$ cat config.mk
export PLATFORM = sky130hd
export DESIGN_NAME = mem_arbiter
export DESIGN_NICKNAME = d
export VERILOG_FILES = /design/src/rtl/arb_pkg.sv /design/src/rtl/arb_rr_pick.sv /design/src/rtl/mem_arbiter.sv
export SDC_FILE = /design/constraint.sdc
export NUM_CORES = 1
export LEC_CHECK = 0
export CELL_PAD_IN_SITES_DETAIL_PLACEMENT = 1
export CELL_PAD_IN_SITES_GLOBAL_PLACEMENT = 1
export CORE_AREA = 2 2 116 118
export CTS_CLUSTER_DIAMETER = 80
export CTS_CLUSTER_SIZE = 24
export DETAILED_ROUTE_END_ITERATION = 10
export DIE_AREA = 0 0 118 120
export DONT_BUFFER_PORTS = 1
export PLACE_DENSITY_LB_ADDON = 0.1
export RECOVER_POWER = 50
export REMOVE_ABC_BUFFERS = 1
export SYNTH_ARGS = -nofsm -noshare
export SYNTH_HDL_FRONTEND = slang
export SYNTH_SLANG_ARGS = --single-unit
$ cat constraint.sdc
create_clock -name clk -period 2.4 [get_ports clk]
set_input_delay 0.24 -clock clk [delete_from_list [all_inputs] [get_ports clk]]
set_output_delay 0.24 -clock clk [all_outputs]
set_load 0.005 [all_outputs]
$ cat src/rtl/arb_pkg.sv
// Shared types and constants for the two-port memory arbiter.
package arb_pkg;

  // Which port, if any, currently holds a locked ownership of the memory.
  typedef enum logic [1:0] {
    IDLE = 2'd0,
    OWN0 = 2'd1,
    OWN1 = 2'd2
  } owner_t;

  // Width of the consecutive-grant counter used while a port owns the memory.
  localparam int LOCK_CNT_W = 8;

endpackage

$ cat src/rtl/arb_rr_pick.sv
// Combinational winner select: the current owner keeps priority while it is
// still requesting; otherwise a conflict goes to the port not granted last.
module arb_rr_pick
  import arb_pkg::*;
(
  input  logic [1:0] req,
  input  logic       last_gnt,
  input  owner_t     owner,
  output logic [1:0] gnt
);

  // Owner first, then round-robin on a conflict, else the lone requester.
  always_comb begin
    gnt = 2'b00;
    if (owner == OWN0 && req[0]) begin
      gnt = 2'b01;
    end else if (owner == OWN1 && req[1]) begin
      gnt = 2'b10;
    end else if (req == 2'b11) begin
      gnt = last_gnt ? 2'b01 : 2'b10;
    end else begin
      gnt = req;
    end
  end

endmodule

$ cat src/rtl/mem_arbiter.sv
// Two-port single-cycle memory arbiter (port 0 = CPU, port 1 = loader/DMA)
// with optional bounded locking so one port can run a burst of accesses.
module mem_arbiter
  import arb_pkg::*;
#(
  parameter int MAX_LOCK = 4
) (
  input  logic        clk,
  input  logic        reset,
  input  logic        m0_req,
  input  logic        m0_we,
  input  logic        m0_lock,
  input  logic [31:0] m0_adr,
  input  logic [31:0] m0_wd,
  output logic        m0_gnt,
  output logic        m0_rvalid,
  output logic [31:0] m0_rdata,
  input  logic        m1_req,
  input  logic        m1_we,
  input  logic        m1_lock,
  input  logic [31:0] m1_adr,
  input  logic [31:0] m1_wd,
  output logic        m1_gnt,
  output logic        m1_rvalid,
  output logic [31:0] m1_rdata,
  output logic        mem_we,
  output logic [31:0] mem_adr,
  output logic [31:0] mem_wd,
  input  logic [31:0] mem_rd
);

  localparam logic [LOCK_CNT_W-1:0] MaxCnt = LOCK_CNT_W'(MAX_LOCK);

  owner_t                state, state_nx;
  logic [LOCK_CNT_W-1:0] cnt, cnt_nx, cnt_after;
  logic                  last_gnt;
  logic [1:0]            pick, gnt;

  arb_rr_pick u_pick (
    .req      ({m1_req, m0_req}),
    .last_gnt (last_gnt),
    .owner    (state),
    .gnt      (pick)
  );

  // Grants are suppressed while reset is high so nothing reaches memory.
  assign gnt    = reset ? 2'b00 : pick;
  assign m0_gnt = gnt[0];
  assign m1_gnt = gnt[1];

  // Grant count the owner would reach after this cycle's grant, saturating.
  always_comb begin
    cnt_after = LOCK_CNT_W'(1);
    if (state != IDLE) begin
      cnt_after = (cnt >= MaxCnt) ? MaxCnt : cnt + LOCK_CNT_W'(1);
    end
  end

  // Owner FSM next state and lock counter update.
  always_comb begin
    state_nx = state;
    cnt_nx   = cnt;
    unique case (state)
      IDLE: begin
        if (gnt[0] && m0_lock && !(cnt_after >= MaxCnt && m1_req)) begin
          state_nx = OWN0;
          cnt_nx   = cnt_after;
        end else if (gnt[1] && m1_lock && !(cnt_after >= MaxCnt && m0_req)) begin
          state_nx = OWN1;
          cnt_nx   = cnt_after;
        end
      end
      OWN0: begin
        if (!m0_req || !m0_lock || (cnt_after >= MaxCnt && m1_req)) begin
          state_nx = IDLE;
          cnt_nx   = '0;
        end else begin
          cnt_nx   = cnt_after;
        end
      end
      OWN1: begin
        if (!m1_req || !m1_lock || (cnt_after >= MaxCnt && m0_req)) begin
          state_nx = IDLE;
          cnt_nx   = '0;
        end else begin
          cnt_nx   = cnt_after;
        end
      end
      default: begin
        state_nx = IDLE;
        cnt_nx   = '0;
      end
    endcase
  end

  // Owner state, lock counter and round-robin history registers.
  always_ff @(posedge clk or posedge reset) begin
    if (reset) begin
      state    <= IDLE;
      cnt      <= '0;
      last_gnt <= 1'b1;
    end else begin
      state <= state_nx;
      cnt   <= cnt_nx;
      if (gnt[0]) begin
        last_gnt <= 1'b0;
      end else if (gnt[1]) begin
        last_gnt <= 1'b1;
      end
    end
  end

  // Steer the granted port onto the memory bus; bus is quiet otherwise.
  always_comb begin
    mem_we  = 1'b0;
    mem_adr = '0;
    mem_wd  = '0;
    if (gnt[0]) begin
      mem_we  = m0_we;
      mem_adr = m0_adr;
      mem_wd  = m0_wd;
    end else if (gnt[1]) begin
      mem_we  = m1_we;
      mem_adr = m1_adr;
      mem_wd  = m1_wd;
    end
  end

  // Capture read data one cycle after a granted read; rdata holds otherwise.
  always_ff @(posedge clk or posedge reset) begin
    if (reset) begin
      m0_rvalid <= 1'b0;
      m1_rvalid <= 1'b0;
      m0_rdata  <= '0;
      m1_rdata  <= '0;
    end else begin
      m0_rvalid <= gnt[0] && !m0_we;
      m1_rvalid <= gnt[1] && !m1_we;
      if (gnt[0] && !m0_we) begin
        m0_rdata <= mem_rd;
      end
      if (gnt[1] && !m1_we) begin
        m1_rdata <= mem_rd;
      end
    end
  end

endmodule

==> run summary <==
Status: complete, no violations
CP arrival: 2.00 ns
Layout cells sized above 1: 25.0%
Core ar.: 13,000 um^2
Critical path cell sequence: nor2_1 > o311a_4 > buf_8 > a22o_1
Starting Density: 29.7%
Global placement routability congestion: 0.762
Hold Path Class: in -> reg
Hold_ws: 0.0354 ns
Slew HR: 37.6%
First-pass GRT wire length: 17,500 um
Postcts setup bufs: 0
Clk root buf: clkbuf_16
Global Route Usage Sum: 16.8%
Mapped Cells: 278
Max cap viols: 0
Number of synthesized flops with an enable pin: 0
Post-synth ARST share: 100%
Most common flop cell mapped by yosys: dfrtp_1
Total power: 4.37 mW
Row count: 42
Count of cell types in the netlist: 39
Multi-input logic area: 1770 um^2
Syn Area/Cell: 13.9 um^2
CTS buffer count: 9
Utilization after layout: 33.4%
Setup CP Type: reg -> out
Max-slew violations: 0
Vias in the first global route: 2,636
Post-synthesis sequential area ratio: 50.0%
Area growth syn-to-layout: 12.6%
Slowest CP cell: dfstp_2
Worst Setup End Kind: output port
Max incr delay on CP: 0.58 ns
Largest net degree at the start of global routing: 69
Crit path max-delay family: compound AO/OA/AOI/OAI gates
Fin nets: 441
PwrDens: 1010 nW/um^2
Die X: 118 um
Required @ worst endpoint: 2.16 ns
Yosys reg bits: 77
Antenna-violating nets left: 0
Clk Latency, worst-skew pair: 0.34 ns
Final hold vios: 0
First DRT Iteration DRCs: 108
Reg clk slew, reported paths: 0.06 ns
Post-route DRC violation count: 0
F_max: 0.446 GHz
Number of buffers added on ports: 0
CTS HTree Levels: 3
Avg WL per Cell: 27.1 um
Grt total ovfl: 0
Seq. cell area: 1930 um^2
Setup_tns: 0 ns
ANT cells: 0
First-pass DRT Iterations: 4
Maximum vdd drop: 0.539 mV
Die footprint: 14,200 um^2
CTS Buffer Depth: 2
Nature of the critical path startpoint: register
CTS tree: built
Leak: 1.87 nW
Final period util: 93.5%
# fillers: 1,378
Initial antenna violation count: 1
DRT Wirelength: 12,300 um
Die Y: 120 um
# setup viols final: 0
Worst-Margin Slew: 0.931 ns
Final worst path period need: 2.24 ns
WP buf/inv: 1
Warnings from Yosys: 0
I/O pin total: 301
Routed via count: 2,502
RSZ-0062 raised after global routing: false
Skew final: 0.00794 ns
Sink Count: 77
Via density: 5.54
DPL Wire Length: 9400 um
Crit Path Max Fanout: 53
Synth Cell Area: 3850 um^2
==> kinds of logic after synthesis <==
| family | Yosys count | synth area share (%) |
|---|---|---|
| flops | 77 | 50.0 |
| mux | 64 | 21.5 |
| buf+inv | 29 | 4.32 |
| simple gates | 23 | 3.90 |
| compound gates | 83 | 19.6 |
| fa+ha+maj | 2 | 0.649 |
==> power by group <==
part | switching, mW | internal (mW)
logic | 0.385 | 0.527
registers | 0.360 | 1.70
clock network | 0.542 | 0.864
==> worst paths after layout <==
check	cells past startpoint	slack, ns	from	to
max in group asynchronous	3	0.54	reset	m1_rdata[27]
worst max-delay path	4	0.16	last_gnt	mem_adr[26]
worst max register to register	5	0.48	state[0]	m1_rdata[31]
min in group asynchronous	2	0.53	reset	m0_rdata[21]
worst min register to register	1	0.49	cnt[4]	cnt[4]
worst min-delay path	1	0.04	mem_rd[7]	m0_rdata[7]
==> synth_stat cells (3+ instances only) <==
cell type,n,area (um^2)
dfrtp_1,76,1900
a22o_1,66,578
mux2_1,29,327
mux2_4,29,435
buf_2,10,50.1
clkbuf_1,6,22.5
mux2_2,6,67.6
and2_1,5,31.3
buf_4,4,30.0
buf_6,4,45.0
inv_1,4,15.0
nor2_1,4,15.0
a211oi_1,3,22.5
==> repair_timing <==
item                                    in CTS  in global routing
endpoints found under the setup margin       0                 53
gates resized for setup                      0                  3
hold buffers                                 1                  0
hold endpoints to repair                    20                  0
==> layout by cell type, fill, tap and decap left out, types with 2 or more instances in the layout <==
cell	n
a21o_1	2
clkbuf_16	9
buf_12	3
mux2_4	29
a211oi_1	3
mux2_1	29
or4_4	2
clkinv_2	2
inv_1	3
mux2_2	6
clkbuf_8	2
a21oi_1	2
nand2_1	2
nand4b_1	2
ha_1	2
a22o_1	66
nor2b_4	2
dfrtp_1	76
nor2_1	4
and2_1	5
==> stage by stage <==
stage                     cell area, um^2  worst slack (ns)  std cells
final                                4340             0.157        452
after floorplan                      3710             -1.44        254
after CTS                            4340           0.00516        452
after global placement               4020             0.423        435
after global routing                 4340            0.0437        452
after detailed placement             4020             0.376        435
==> sequential cells by signal, summed over array words and instances (netlist names) <==
register and count:
m0_rdata 32, m1_rdata 32, cnt 8, state 2
last_gnt 1, m0_rvalid 1, m1_rvalid 1
==> final cells by class <==
type,instances,area share (%)
flip-flops and latches,77,44.4
multi-input cells,172,40.7
well taps,176,5.08
clock inverters,5,1.33
repair buffers,6,2.13
clock buffers,11,5.83
inverters,5,0.461
==> layer usage <==
metal	track usage, %	routed length (um)	part of all wire (%)
met4	7.61	383	3.1
met2	25.2	5540	45
met1	19.0	4450	36
met5	0	16	0.13
met3	10.5	1860	15
Power figures use the tool's default switching activity.
